<file path="config.mk">
export PLATFORM = sky130hd
export DESIGN_NAME = gmii2fifo9
export DESIGN_NICKNAME = d
export VERILOG_FILES = /design/src/rtl/gmii2fifo9.sv
export SDC_FILE = /design/constraint.sdc
export NUM_CORES = 1
export LEC_CHECK = 0
export ABC_AREA = 1
export CORE_MARGIN = 2
export CORE_UTILIZATION = 50
export DETAILED_ROUTE_END_ITERATION = 8
export PLACE_DENSITY = 0.8
export REMOVE_ABC_BUFFERS = 1
export SLEW_MARGIN = 20
export SYNTH_ARGS = -nofsm -noshare
export SYNTH_HDL_FRONTEND = slang
export SYNTH_SLANG_ARGS = --single-unit
</file>
<file path="constraint.sdc">
create_clock -name gmii_rx_clk -period 4.2 [get_ports gmii_rx_clk]
set_input_delay 1.26 -clock gmii_rx_clk [delete_from_list [all_inputs] [get_ports gmii_rx_clk]]
set_output_delay 1.26 -clock gmii_rx_clk [all_outputs]
set_load 0.05 [all_outputs]
</file>
<file path="src/rtl/gmii2fifo9.sv">
// GMII receive to 9-bit FIFO writer: optional preamble/SFD strip, per-frame
// {0,8'h00} terminators, clean truncation on overflow/error with frame/drop counters.
module gmii2fifo9 #(
   parameter bit          STRIP_PREAMBLE = 1'b1,
   parameter int unsigned GAP            = 4
) (
   input  logic        gmii_rx_clk,
   input  logic        sys_rst_n,
   input  logic        gmii_rx_dv,
   input  logic        gmii_rx_er,
   input  logic [7:0]  gmii_rxd,
   output logic        wr_clk,
   output logic [8:0]  din,
   output logic        wr_en,
   input  logic        full,
   output logic [15:0] frame_cnt,
   output logic [15:0] drop_cnt
);

   typedef enum logic [2:0] {IDLE, PRE, DATA, TRUNC, GAPW, DROP} state_t;

   localparam logic [3:0] GAP_LAST = 4'(GAP - 1);
   localparam logic [7:0] PREAMBLE = 8'h55;
   localparam logic [7:0] SFD      = 8'hD5;

   state_t     state, state_n;
   logic       dv_d, er_d;
   logic [7:0] rxd_d;
   logic       rx_primed;
   logic [3:0] gap_cnt, gap_cnt_n;
   logic       dv_seen, dv_seen_n;
   logic [8:0] din_n;
   logic       wr_en_n;
   logic       frame_inc, drop_inc;

   assign wr_clk = gmii_rx_clk;

   // rx_primed blocks the reset value of dv_d from looking like an inter-frame gap,
   // so a frame already running at reset release stays in DROP.
   always_ff @(posedge gmii_rx_clk or negedge sys_rst_n) begin
      if (!sys_rst_n) begin
         dv_d      <= 1'b0;
         er_d      <= 1'b0;
         rxd_d     <= '0;
         rx_primed <= 1'b0;
      end else begin
         dv_d      <= gmii_rx_dv;
         er_d      <= gmii_rx_er;
         rxd_d     <= gmii_rxd;
         rx_primed <= 1'b1;
      end
   end

   always_comb begin
      state_n   = state;
      gap_cnt_n = gap_cnt;
      dv_seen_n = dv_seen;
      din_n     = '0;
      wr_en_n   = 1'b0;
      frame_inc = 1'b0;
      drop_inc  = 1'b0;
      case (state)
         IDLE: begin
            if (dv_d) begin
               if (STRIP_PREAMBLE) begin
                  if (rxd_d == PREAMBLE) begin
                     state_n = PRE;
                  end else if (rxd_d == SFD) begin
                     state_n = DATA;
                  end else begin
                     state_n  = DROP;
                     drop_inc = 1'b1;
                  end
               end else if (er_d || full) begin
                  state_n  = TRUNC;
                  drop_inc = 1'b1;
               end else begin
                  din_n   = {1'b1, rxd_d};
                  wr_en_n = 1'b1;
                  state_n = DATA;
               end
            end
         end
         PRE: begin
            if (!dv_d) begin
               state_n = IDLE;
            end else if (er_d) begin
               state_n  = DROP;
               drop_inc = 1'b1;
            end else if (rxd_d == SFD) begin
               state_n = DATA;
            end else if (rxd_d != PREAMBLE) begin
               state_n  = DROP;
               drop_inc = 1'b1;
            end
         end
         DATA: begin
            if (!dv_d) begin
               state_n   = GAPW;
               gap_cnt_n = '0;
               dv_seen_n = 1'b0;
            end else if (er_d || full) begin
               state_n  = TRUNC;
               drop_inc = 1'b1;
            end else begin
               din_n   = {1'b1, rxd_d};
               wr_en_n = 1'b1;
            end
         end
         TRUNC: begin
            if (!full) begin
               wr_en_n = 1'b1;
               state_n = DROP;
            end
         end
         GAPW: begin
            dv_seen_n = dv_seen | dv_d;
            if (!full) begin
               wr_en_n   = 1'b1;
               gap_cnt_n = gap_cnt + 4'd1;
               if (gap_cnt == GAP_LAST) begin
                  frame_inc = 1'b1;
                  if (dv_seen_n) begin
                     state_n  = DROP;
                     drop_inc = 1'b1;
                  end else begin
                     state_n = IDLE;
                  end
               end
            end
         end
         DROP: begin
            if (rx_primed && !dv_d) state_n = IDLE;
         end
         default: state_n = DROP;
      endcase
   end

   always_ff @(posedge gmii_rx_clk or negedge sys_rst_n) begin
      if (!sys_rst_n) begin
         state     <= DROP;
         gap_cnt   <= '0;
         dv_seen   <= 1'b0;
         din       <= '0;
         wr_en     <= 1'b0;
         frame_cnt <= '0;
         drop_cnt  <= '0;
      end else begin
         state   <= state_n;
         gap_cnt <= gap_cnt_n;
         dv_seen <= dv_seen_n;
         din     <= din_n;
         wr_en   <= wr_en_n;
         if (frame_inc) frame_cnt <= frame_cnt + 16'd1;
         if (drop_inc)  drop_cnt  <= drop_cnt + 16'd1;
      end
   end

endmodule

</file>
==> results.txt <==
- Die Footprint: 6900 sq um
- Setup total negative slack: 0 ns
- Share of post-route cells with drive strength above 1: 0.121
- After synthesis, the cell types taking the most area are dfrtp_1 47%, nand2_1 10%, inv_1 5.5%.
- The number of pins exceeding their max-slew limit in the final report came to 0.
* Cts hold-fix bufs: 0
- Relative to the synthesized area, the layout overhead comes to 26.1%.
- Register-to-register setup slack: 2.38 ns
- Synthesized area per cell: 8.47 sq um
- Count of antenna-violating nets left after detailed routing: 0
- Die height: slightly above 80 um
* Max_cap viols: 0
- First-pass GRT wire length: 11.3 mm
- Die width: 83.1 um
- Number of primary I/O pins: 56
* Count of different cell masters after synthesis: 34
- Number of global-route vias before repair: 2,474
- By startpoint and endpoint, the worst setup path is classified as clk -> out.
- Final HPWL DP: about 4.6 mm
* Total power after layout: around 0.0020 W
- TritonCTS built the clock tree.
- The library cell used most frequently in the layout, excluding fill and tap cells, is nand2_1.
- The worst hold path belongs to the class reg -> reg.
- Final RePlAce weighted congestion: 0.876
- Data arrival time at the worst-slack endpoint: 2.74 ns
- Total track usage: 0.202
* Number of DRC violations after detailed routing: 0
- RSZ-0062 raised after global routing: false
* Highest-count cells in the layout ignoring fill and taps: 86 x nand2_1, 59 x dfrtp_1, 53 x clkdlybuf4s50_1
* Critical path capture point type: primary output
- Measured in cells, the most critical reg-to-reg path has a length of 8.
* Routed length per instance: between 10 and 15 um
- Setup violations remaining at the end of the flow were counted as 0.
- The worst register-to-register path begins at frame_cnt[0]$_DFFE_PN0P_.
- The worst setup path is launched from a clock port.
- Biggest fanout along the worst timing path: 2
* ANT cells: 0
* Total global routing overflow: 0
- Entering global routing, the biggest net connects 50 pins.
- Worst slew margin: 0.588
* Largest area contributor in the synthesized netlist: dfrtp_1
- Total area of multi-input combinational cells: 1330 sq um
* Post-synthesis instance area: between 3000 and 4000 sq um
- The worst-case IR drop observed on VDD is approximately 0.00043 V.
- Worst r2r dst: frame_cnt[12]$_DFFE_PN0P_
- In this run the standard cell core region covers 5990 sq um.
* Status: finished clean
- TritonRoute pass-1 iters: 4
- Worst skew pair latency: 0.44 ns
* Sequential cell area fraction in the yosys report: 0.489
- In this run, synthesis produced a sequential element count of 61.
- Leakage power: 1.98 nW
* Antenna violations before repair: 0
* Number of vias in the routed layout: 2,554
- HP Start: rxd_d[5]$_DFF_PN0_
- Post-synth top area share: 0.472
* Endpoint, Worst Hold: din[5]$_DFF_PN0_
- During synthesis, Yosys emitted a total of 0 warnings.
- The count of buffers added on input and output ports is 55.
* Number of rows in the core area: 28
- Clock tree skew after final layout: 0.00724 ns
- After clock tree synthesis, the clock-pin slew on the worst setup and hold paths is 0.07 ns.
* Final nets: 448
- Slew at the pin closest to its max-slew limit: 0.618 ns
- Synthesis produced 369 cells.
- Starting Density: 0.522
- Dividing the detail-routed via count by the number of cells gives 4.99.
- The first routing iteration left just under 80 violations.
- For this design the ratio of total power to cell area is a little over 500 nW/um^2.
- The sequential cells in the finished layout cover a total of 1530 sq um.
- In this run the post-CTS setup repair buffer count came out at 0.
- Filler cell count in the final layout: 505
* Required @ worst endpoint: 2.94 ns
- Final count of hold timing violations: 0
- Core utilization of the finished layout: 0.658
- For this block, the routed nets add up to about 6.6 mm of wire.
- Worst hold stages: 2
cell type report:
cell class                 count  share of cell area
sequential                    61               0.388
multi-input combinational    250               0.338
timing repair buffer          55               0.138
inverter                      51              0.0498
clock buffer                  16              0.0495
tap                           75              0.0238
clock inverter                 4              0.0121
cell usage after synthesis:
| master | instances |
|---|---|
| a21oi_1 | 5 |
| buf_12 | 1 |
| buf_2 | 1 |
| buf_4 | 1 |
| buf_6 | 2 |
| clkbuf_1 | 1 |
| clkbuf_4 | 1 |
| conb_1 | 1 |
| dfrtp_1 | 59 |
| dfstp_2 | 2 |
| ha_1 | 3 |
| inv_1 | 46 |
| inv_2 | 4 |
| inv_6 | 1 |
| nand2_1 | 86 |
| nand2_2 | 15 |
| nand2_4 | 4 |
| nand3_1 | 34 |
| nand3_2 | 1 |
| nand4_1 | 10 |
| nor2_1 | 32 |
| nor2_2 | 2 |
| nor2_4 | 1 |
| nor2_8 | 1 |
| nor3_1 | 12 |
| nor4_2 | 1 |
| o211ai_1 | 1 |
| o21ai_0 | 11 |
| o21ai_1 | 1 |
| o21ai_2 | 1 |
| o21ai_4 | 1 |
| o22ai_1 | 1 |
| xnor2_1 | 8 |
| xor2_1 | 18 |
metrics by stage:
| step | worst slack [ns] | instances | hold slack (ns) | cell area [sq um] |
|---|---|---|---|---|
| global placement | 0.168 | 493 | 0.468 | 3710 |
| CTS | 0.197 | 512 | 0.500 | 3940 |
| floorplan | 0.840 | 362 | 0.460 | 3060 |
| finish | 0.204 | 512 | 0.495 | 3940 |
| global route | 0.196 | 512 | 0.515 | 3940 |
| detailed placement | 0.168 | 493 | 0.484 | 3710 |
critical path, cell delays in order:
cell,delay (ns)
clkbuf_8,0.11
clkbuf_8,0.12
dlygate4sd2_1,0.41
what timing repair did:
item / 4_1_cts / 5_1_grt
resized for setup: 1 / 0
endpoints found under the hold margin: 0 / 0
endpoints found under the setup margin: 1 / 0
sequential cells by signal (all words and copies together) (netlist names), 3 cells and up:
| signal | cells |
|---|---|
| gap_cnt | 4 |
| frame_cnt | 16 |
| drop_cnt | 16 |
| din | 9 |
| state | 3 |
| rxd_d | 8 |
power by group:
group / switching [W] / internal (W)
clock network: 0.000286 / 0.000358
registers: 0.0000873 / 0.000664
logic: 0.000392 / 0.000194
total: 0.000766 / 0.00122
layer usage:
| layer | global-route usage | wire length (um) |
|---|---|---|
| met5 | 0 | 0 |
| met4 | 0.0909 | 86 |
| met3 | 0.0437 | 324 |
| met2 | 0.323 | 3220 |
| met1 | 0.264 | 2930 |
cell families after synthesis:
| family | count (synthesis) | synth area share |
|---|---|---|
| flip-flops | 61 | 0.489 |
| buffers and inverters | 58 | 0.0841 |
| other | 1 | 0.00120 |
| AND/OR/NAND/NOR | 199 | 0.301 |
| adder cells (fa/ha/maj) | 3 | 0.0120 |
| XOR/XNOR | 26 | 0.0729 |
| AO/OA/AOI/OAI | 21 | 0.0396 |
worst max-delay path by stage:
stage / start / endpoint / slack, ns
2_1_floorplan: gmii_rx_clk / wr_clk / 0.84
3_3_place_gp: gmii_rx_clk / wr_clk / 0.17
3_5_place_dp: gmii_rx_clk / wr_clk / 0.17
4_1_cts: gmii_rx_clk / wr_clk / 0.20
5_1_grt: gmii_rx_clk / wr_clk / 0.20
6_report: gmii_rx_clk / wr_clk / 0.20
No activity file was read; power rests on OpenSTA's default activity.
